[src/rtl/bus_wait_shim.sv]
// bus_wait_shim
// -------------
// Wait-state injector that sits between a naive_mips bus master port (ibus
// or dbus) and a zero-latency memory model. Every accepted request is held
// for N wait cycles, then exactly one memory strobe is issued and read data
// is registered back to the master. N is fixed per direction (READ_WAIT /
// WRITE_WAIT) or drawn from a 16-bit LFSR (WAIT_MODE = 1). Master protocol
// violations raise a sticky proto_err.
//
// Ports:
//   clk, rst          clock, synchronous active-high reset
//   m_address         master address
//   m_byteenable      master byte enables
//   m_read, m_write   master request (exactly one may be high)
//   m_wrdata          master write data
//   m_rddata          registered read data, valid when m_stall drops in DONE
//   m_stall           stall to master (combinational)
//   s_address         latched address to memory
//   s_byteenable      latched byte enables to memory
//   s_read, s_write   one-cycle memory strobes, only in ACCESS
//   s_wrdata          latched write data to memory
//   s_rddata          combinational memory read data
//   proto_err         sticky protocol-violation flag, cleared by rst only
//
// Optional build macro:
//   WAIT_STATS_EN     adds stat_txn_count and stat_stall_cycles counters

`timescale 1ns/1ps

module bus_wait_shim #(
  parameter int          ADDR_WIDTH = 32,
  parameter int          DATA_WIDTH = 32,
  parameter int          READ_WAIT  = 4,
  parameter int          WRITE_WAIT = 1,
  parameter int          WAIT_MODE  = 0,
  parameter logic [15:0] LFSR_SEED  = 16'hACE1
) (
  input  logic                    clk,
  input  logic                    rst,
  input  logic [ADDR_WIDTH-1:0]   m_address,
  input  logic [DATA_WIDTH/8-1:0] m_byteenable,
  input  logic                    m_read,
  input  logic                    m_write,
  input  logic [DATA_WIDTH-1:0]   m_wrdata,
  output logic [DATA_WIDTH-1:0]   m_rddata,
  output logic                    m_stall,
  output logic [ADDR_WIDTH-1:0]   s_address,
  output logic [DATA_WIDTH/8-1:0] s_byteenable,
  output logic                    s_read,
  output logic                    s_write,
  output logic [DATA_WIDTH-1:0]   s_wrdata,
  input  logic [DATA_WIDTH-1:0]   s_rddata,
`ifdef WAIT_STATS_EN
  output logic [31:0]             stat_txn_count,
  output logic [31:0]             stat_stall_cycles,
`endif
  output logic                    proto_err
);

  localparam logic [7:0] READ_N  = 8'(READ_WAIT);
  localparam logic [7:0] WRITE_N = 8'(WRITE_WAIT);

  typedef enum logic [1:0] {
    IDLE   = 2'd0,
    WAIT   = 2'd1,
    ACCESS = 2'd2,
    DONE   = 2'd3
  } state_t;

  state_t      state;
  state_t      next_state;
  logic [7:0]  counter;
  logic [7:0]  next_counter;
  logic [7:0]  wait_n;
  logic [15:0] lfsr;
  logic [15:0] lfsr_next;
  logic        kind_write;
  logic        accept;
  logic        set_err;
  logic        req_match;
  logic        access_ok;

  // Fibonacci LFSR for x^16+x^14+x^13+x^11+1, shifting left; feedback
  // enters at bit 0.
  assign lfsr_next = {lfsr[14:0], lfsr[15] ^ lfsr[13] ^ lfsr[12] ^ lfsr[10]};

  // Wait count for the request being accepted this cycle. In random mode
  // the draw is the current LFSR low nibble, before it steps.
  always_comb begin
    wait_n = READ_N;
    if (WAIT_MODE != 0) begin
      wait_n = {4'b0000, lfsr[3:0]};
    end else if (m_write) begin
      wait_n = WRITE_N;
    end
  end

  // While a transaction is in flight the master must keep presenting the
  // same single request kind at the same address.
  assign req_match = (kind_write ? (m_write & ~m_read) : (m_read & ~m_write)) &&
                     (m_address == s_address);

  // A strobe fires only in a clean ACCESS cycle; a violation or a reset in
  // that cycle suppresses it.
  assign access_ok = (state == ACCESS) && req_match && !rst;

  assign s_read  = access_ok && !kind_write;
  assign s_write = access_ok &&  kind_write;
  assign m_stall = (m_read | m_write) && (state != DONE);

  // Next-state logic.
  always_comb begin
    next_state   = state;
    next_counter = counter;
    accept       = 1'b0;
    set_err      = 1'b0;
    case (state)
      IDLE: begin
        if (m_read && m_write) begin
          set_err = 1'b1;
        end else if (m_read || m_write) begin
          accept       = 1'b1;
          next_counter = wait_n;
          next_state   = (wait_n != 8'd0) ? WAIT : ACCESS;
        end
      end
      WAIT: begin
        if (!req_match) begin
          set_err    = 1'b1;
          next_state = IDLE;
        end else begin
          next_counter = counter - 8'd1;
          if (counter <= 8'd1) begin
            next_state = ACCESS;
          end
        end
      end
      ACCESS: begin
        if (!req_match) begin
          set_err    = 1'b1;
          next_state = IDLE;
        end else begin
          next_state = DONE;
        end
      end
      DONE: begin
        next_state = IDLE;
      end
      default: begin
        next_state = IDLE;
      end
    endcase
  end

  // State, request latches, read-data capture and error flag.
  always_ff @(posedge clk) begin
    if (rst) begin
      state        <= IDLE;
      counter      <= 8'd0;
      lfsr         <= LFSR_SEED;
      kind_write   <= 1'b0;
      s_address    <= '0;
      s_byteenable <= '0;
      s_wrdata     <= '0;
      m_rddata     <= '0;
      proto_err    <= 1'b0;
    end else begin
      state   <= next_state;
      counter <= next_counter;
      if (set_err) begin
        proto_err <= 1'b1;
      end
      if (accept) begin
        s_address    <= m_address;
        s_byteenable <= m_byteenable;
        s_wrdata     <= m_wrdata;
        kind_write   <= m_write;
        if (WAIT_MODE != 0) begin
          lfsr <= lfsr_next;
        end
      end
      if (s_read) begin
        m_rddata <= s_rddata;
      end
    end
  end

`ifdef WAIT_STATS_EN
  // Free-running statistics, wrapping modulo 2^32.
  always_ff @(posedge clk) begin
    if (rst) begin
      stat_txn_count    <= 32'd0;
      stat_stall_cycles <= 32'd0;
    end else begin
      if (state == DONE) begin
        stat_txn_count <= stat_txn_count + 32'd1;
      end
      if (m_stall) begin
        stat_stall_cycles <= stat_stall_cycles + 32'd1;
      end
    end
  end
`endif

endmodule

[config.mk]
export PLATFORM = sky130hd
export DESIGN_NAME = bus_wait_shim
export DESIGN_NICKNAME = d
export VERILOG_FILES = /design/src/rtl/bus_wait_shim.sv
export SDC_FILE = /design/constraint.sdc
export NUM_CORES = 1
export LEC_CHECK = 0
export CORE_UTILIZATION = 45
export CTS_CLUSTER_DIAMETER = 120
export DETAILED_ROUTE_END_ITERATION = 6
export GPL_ROUTABILITY_DRIVEN = 0
export GPL_TIMING_DRIVEN = 0
export HOLD_SLACK_MARGIN = 0.08
export PLACE_DENSITY = 0.88
export SLEW_MARGIN = 20
export SYNTH_ARGS = -nofsm -noshare
export SYNTH_HDL_FRONTEND = slang
export SYNTH_SLANG_ARGS = --single-unit
[constraint.sdc]
create_clock -name clk -period 5.62 [get_ports clk]
set_input_delay 1.124 -clock clk [delete_from_list [all_inputs] [get_ports clk]]
set_output_delay 1.124 -clock clk [all_outputs]
set_load 0.05 [all_outputs]
; ---- Yosys cells after proc, flatten, opt, wreduce, memory -nomap -nowiden
; Index checks and enable logic that the tools add are counted.
[word_totals]
reg_bits = 112
latchBits = 0
ramBits = 0
rom_bits = 0
input_bits = 104
output_inout_bits = 104
elab_cells = 59
n_memories = 0
[classes]
add_sub_neg = 1
n_mul = 0
div_mod_pow = 0
n_lt_le_gt_ge = 1
eq_ne = 9
n_shift = 0
muxes = 19
bitwise = 5
n_reduce_logical = 16
[op_table]
columns = cell, count
row1 = 32-bit equality test, 1
row2 = 8-bit 2-to-1 mux, 3
row3 = 8-bit one-hot mux with 2 select lines, 1
row4 = 2-bit 2-to-1 mux, 6
row5 = 8-bit by 1-bit less-or-equal comparator with 1-bit output (second input constant), 1
row6 = 2-bit inequality test (second input constant), 4
row7 = 2-bit one-hot mux with 4 select lines, 1
row8 = 8-bit nonzero test, 1
row9 = 8-bit by 1-bit subtractor with 8-bit output (second input constant), 1
row10 = 1-bit logical AND, 7
row11 = 1-bit 2-to-1 mux, 6
row12 = 2-bit equality test (second input constant), 2
row13 = 4-bit AND reduction, 1
row14 = 3-bit 2-to-1 mux, 1
row15 = 3-bit inequality test (second input constant), 1
row16 = 3-bit AND reduction, 1
row17 = 1-bit bitwise AND, 2
row18 = 2-bit by 1-bit equality test with 1-bit output (second input constant), 1
row19 = 1-bit logical NOT, 2
row20 = 2-bit logical NOT, 1
row21 = 1-bit NOT, 2
row22 = 1-bit one-hot mux with 2 select lines, 1
row23 = 2-bit nonzero test, 1
row24 = 2-bit OR reduction, 1
row25 = 2 further kinds, 2

; ---- Longest topological paths before layout
[logic_depth]
ltp_word = 7
ltp_mapped = 9
ltp_nobuf = 8

; ---- Worst setup path after synthesis
; Ideal clock, no wire load.
[synth_timing]
kind = input to output
startpoint = input m_address[29]
endpoint = output s_read
t_arrival_ns = 3.691
slack_ns = 0.805
cell_stages = 5
path_buffers = 0
cell_sequence = xor2_1 -> nor4_1 -> nand4_1 -> nor3_1 -> nor4bb_1
[synth_via]
elab_chain_len = 5
[synth_lines]
columns = element, line_no
row1 = "start, declared", 40  ; input logic [ADDR_WIDTH-1:0] m_address,
row2 = 32-bit equality test, 101  ; (m_address == s_address);
row3 = 1-bit logical AND, 100  ; assign req_match = (kind_write ? (m_write & ~m_read) : (m_read & ~m_write)) &&
row4 = 1-bit logical AND (2 in a row), 105  ; assign access_ok = (state == ACCESS) && req_match && !rst;
row5 = 1-bit logical AND, 107  ; assign s_read = access_ok && !kind_write;
row6 = "end, declared", 49  ; output logic s_read,
; Every way passes these cells.

; ---- Worst setup path after layout
; Ends and elaborated chain as after synthesis.

==> results_dict.tcl <==
set metrics [dict create \
    initial_utilization 0.460 \
    nets 891 \
    syn_nets 674 \
    path_clk_slew_ps 100 \
    leakage_nw 2.68 \
    viasPerCell 5.20 \
    endpoint_kind "output port" \
    drc 0 \
    clkSinkCount 112 \
    maxSlewViolCount 0 \
    cts_tree "built" \
    fin_hold_ws_ps 460 \
    p_int_mw 1.28 \
    overflow 0 \
    grt_antenna_before_repair 0 \
    cts_resized 0 \
    die_h_um 105 \
    synth_top_flop_cell "dfxtp_1" \
    cts_made_buffers 9 \
    route.antenna.remaining_nets 0 \
    r2r_start "state[1]$_SDFFE_PP0P_" \
    regArea_mm2 0.00224 \
    p_sw_mw 0.623 \
    n_antenna_cell 0 \
    num_rows 37 \
    crit_arrival_ps 4180 \
    dp_hpwl_um 10900 \
    cp_slowest_cell "clkdlybuf4s50_1" \
    rrSetupSlack_ps 3110 \
    crit_start "m_address[29]" \
    drive_gt1_frac 0.0320 \
    cp_top_family "simple AND/OR/NAND/NOR gates" \
    crit_required_ps 4500 \
    cts_hold_buf 0 \
    ys.warnings.count 0 \
    tightest_slew_ps 720 \
    critPathCapture "s_read" \
    grt_pass1_wl_um 22500 \
    reg2reg_to "s_wrdata[20]$_SDFFE_PP0P_" \
    grt_pass1_vias 4677 \
    syn_to_final_growth_pct 52.0 \
    powerDensity_mw_per_mm2 265 \
    synth_area_mm2 0.00473 \
    multi_input_area_mm2 0.00231 \
    setup_ws_ps 313 \
    grt_max_degree 20 \
    p_total_mw 1.91 \
    wl_um 14100 \
    hp-start "s_wrdata[30]$_SDFFE_PP0P_" \
    fp.dieW_um 105 \
    num_vias 4770 \
    clockBufferDepth 2 \
    wl_per_cell_um 15.4 \
    n_fill_cell 818 \
    finalHoldViolCount 0 \
    syn_avg_cell_area_um2 8.47 \
    drt_iter0_markers 285 \
    drt_pre_antenna_iters 5 \
    crit_chain "clkdlybuf4s50_1 > xor2_1 > nor4_1 > nand4_1 > nor3_1 > nor4bb_1 > clkdlybuf4s50_1" \
    ios 208 \
    synth-edff-count 0 \
    clock_skew_ps 12.8 \
    period_share 0.944 \
    switching_share 0.327 \
    crit_fanout 5 \
    synth_cell_types 33 \
    tns_ps 0 \
    crit_top_cell "clkdlybuf4s50_1" \
    htree_levels 3 \
    io_buffer_count 206 \
    max_slew_margin 0.516 \
    outcome "complete, no violations" \
    synth_seq_cells 112 \
    criticalPathCategory "in -> out" \
    cts_root_buf "clkbuf_8" \
    synthCells 559 \
    reg2regPathDepth 9 \
    dp_slack_ps 468 \
    finalSetupViolations 0 \
    seq_power_share 0.456 \
    cp-start-kind "input port" \
    p_clk_frac 0.284 \
    path_depth 7 \
    cap_violations 0 \
    hold_path.class "reg -> reg" \
    fin_crit_ps 5310 \
    ys_seq_area_frac 0.474 \
    post-cts-setup-buffers 0 \
    core_area_mm2 0.0103 \
    grt.total_usage 0.258 \
    clk_latency_ps 370 \
    rsz0062_at_grt "no" \
    combinationalPowerShare 0.260 \
    die-area_mm2 0.0109 \
    crit_buf_inv 2 \
    fmax_mhz 188 \
    critPathMaxStageDelay_ps 860 \
    vdd_drop_max_v 0.000190 \
    async_flop_share 0 \
]
-- layout by cell type (no fill, tap or decap), types with 3 or more instances in the layout --
cell type and n:
nand3b_1 10, mux2i_1 34, ha_1 11, nand2b_1 4, nor2_1 44, clkbuf_8 9, a31oi_1 6, buf_6 3
nor4_1 12, xor2_1 32, o21ai_0 3, nand3_1 4, a21oi_1 74, clkdlybuf4s50_1 206, nand4_1 3, clkbuf_1 26
buf_1 5, inv_1 8, dfxtp_1 112, nand2_1 150
-- cell families after synthesis --
logic type,synth area share
compound gates,0.102
fa+ha+maj,0.0291
mux,0.0743
buf+inv,0.0389
simple gates,0.223
flops,0.474
xor+xnor,0.0592
-- power by group through the flow --
stage          Combinational [mW]  Sequential (mW)  Clock, mW
6_report                    0.496            0.870      0.542
4_1_cts                     0.494            0.869      0.550
3_3_place_gp                0.478            0.884          0
2_1_floorplan               0.148             1.02          0
3_5_place_dp                0.491            0.887          0
5_1_grt                     0.527            0.875      0.583
-- layout make-up --
class,count,share of cell area
multi-input combinational,405,0.321
timing repair buffer,206,0.287
clock buffer,10,0.0177
tap,136,0.0237
buffer,34,0.0214
inverter,8,0.00418
clock inverter,6,0.0139
sequential,112,0.312
-- through the flow --
stage                     instance area, µm²  std cells  utilization
after floorplan                         4730        559            -
after global placement                  6960        901        0.678
after detailed placement                6960        901        0.678
after CTS                               7190        917        0.700
after global routing                    7190        917        0.700
final                                   7190        917        0.700
-- Yosys cell counts, types with 3 or more instances --
| library cell | instances | area [µm²] |
|---|---|---|
| nand3b_1 | 10 | 75.1 |
| xor2_1 | 32 | 280 |
| clkbuf_1 | 25 | 93.8 |
| ha_1 | 11 | 138 |
| buf_6 | 3 | 33.8 |
| dfxtp_1 | 112 | 2240 |
| nor4_1 | 12 | 75.1 |
| o21ai_0 | 3 | 15.0 |
| buf_1 | 5 | 18.8 |
| a21oi_1 | 74 | 370 |
| inv_1 | 8 | 30.0 |
| mux2i_1 | 34 | 340 |
| nand2b_1 | 4 | 25.0 |
| nand2_1 | 150 | 563 |
| nand3_1 | 4 | 20.0 |
| a31oi_1 | 6 | 37.5 |
| nand4_1 | 3 | 18.8 |
| nor2_1 | 44 | 165 |
-- tightest hold or removal path: cells and delay by family (launching register included) --
kind | cells | cell delay [ps]
AOI/OAI and AO/OA | 1 | 50
DFF | 1 | 320
and+or+nand+nor | 1 | 50
-- routing by layer --
layer | global-route usage | vias up | wire length [µm]
met4 | 0.0969 | 0 | 380
met5 | 0 | - | 0
met1 | 0.277 | 2208 | 5320
met3 | 0.0655 | 39 | 1120
li1 | - | 2294 | -
met2 | 0.481 | 229 | 7310
-- sequential cells by signal (all words and copies together) (netlist names) --
register,flops
s_address,32
kind_write,1
s_byteenable,4
proto_err,1
s_wrdata,32
state,2
m_rddata,32
counter,8
-- how the worst min path moves through the flow --
stage,slack (ps),cells past startpoint,end
finish,460,2,s_wrdata[30]$_SDFFE_PP0P_
global route,480,2,s_wrdata[27]$_SDFFE_PP0P_
floorplan,470,2,counter[7]$_SDFFE_PP0P_
global placement,440,2,s_wrdata[30]$_SDFFE_PP0P_
detailed placement,450,2,s_byteenable[2]$_SDFFE_PP0P_
CTS,460,2,s_byteenable[0]$_SDFFE_PP0P_
Power figures use the tool's default switching activity.
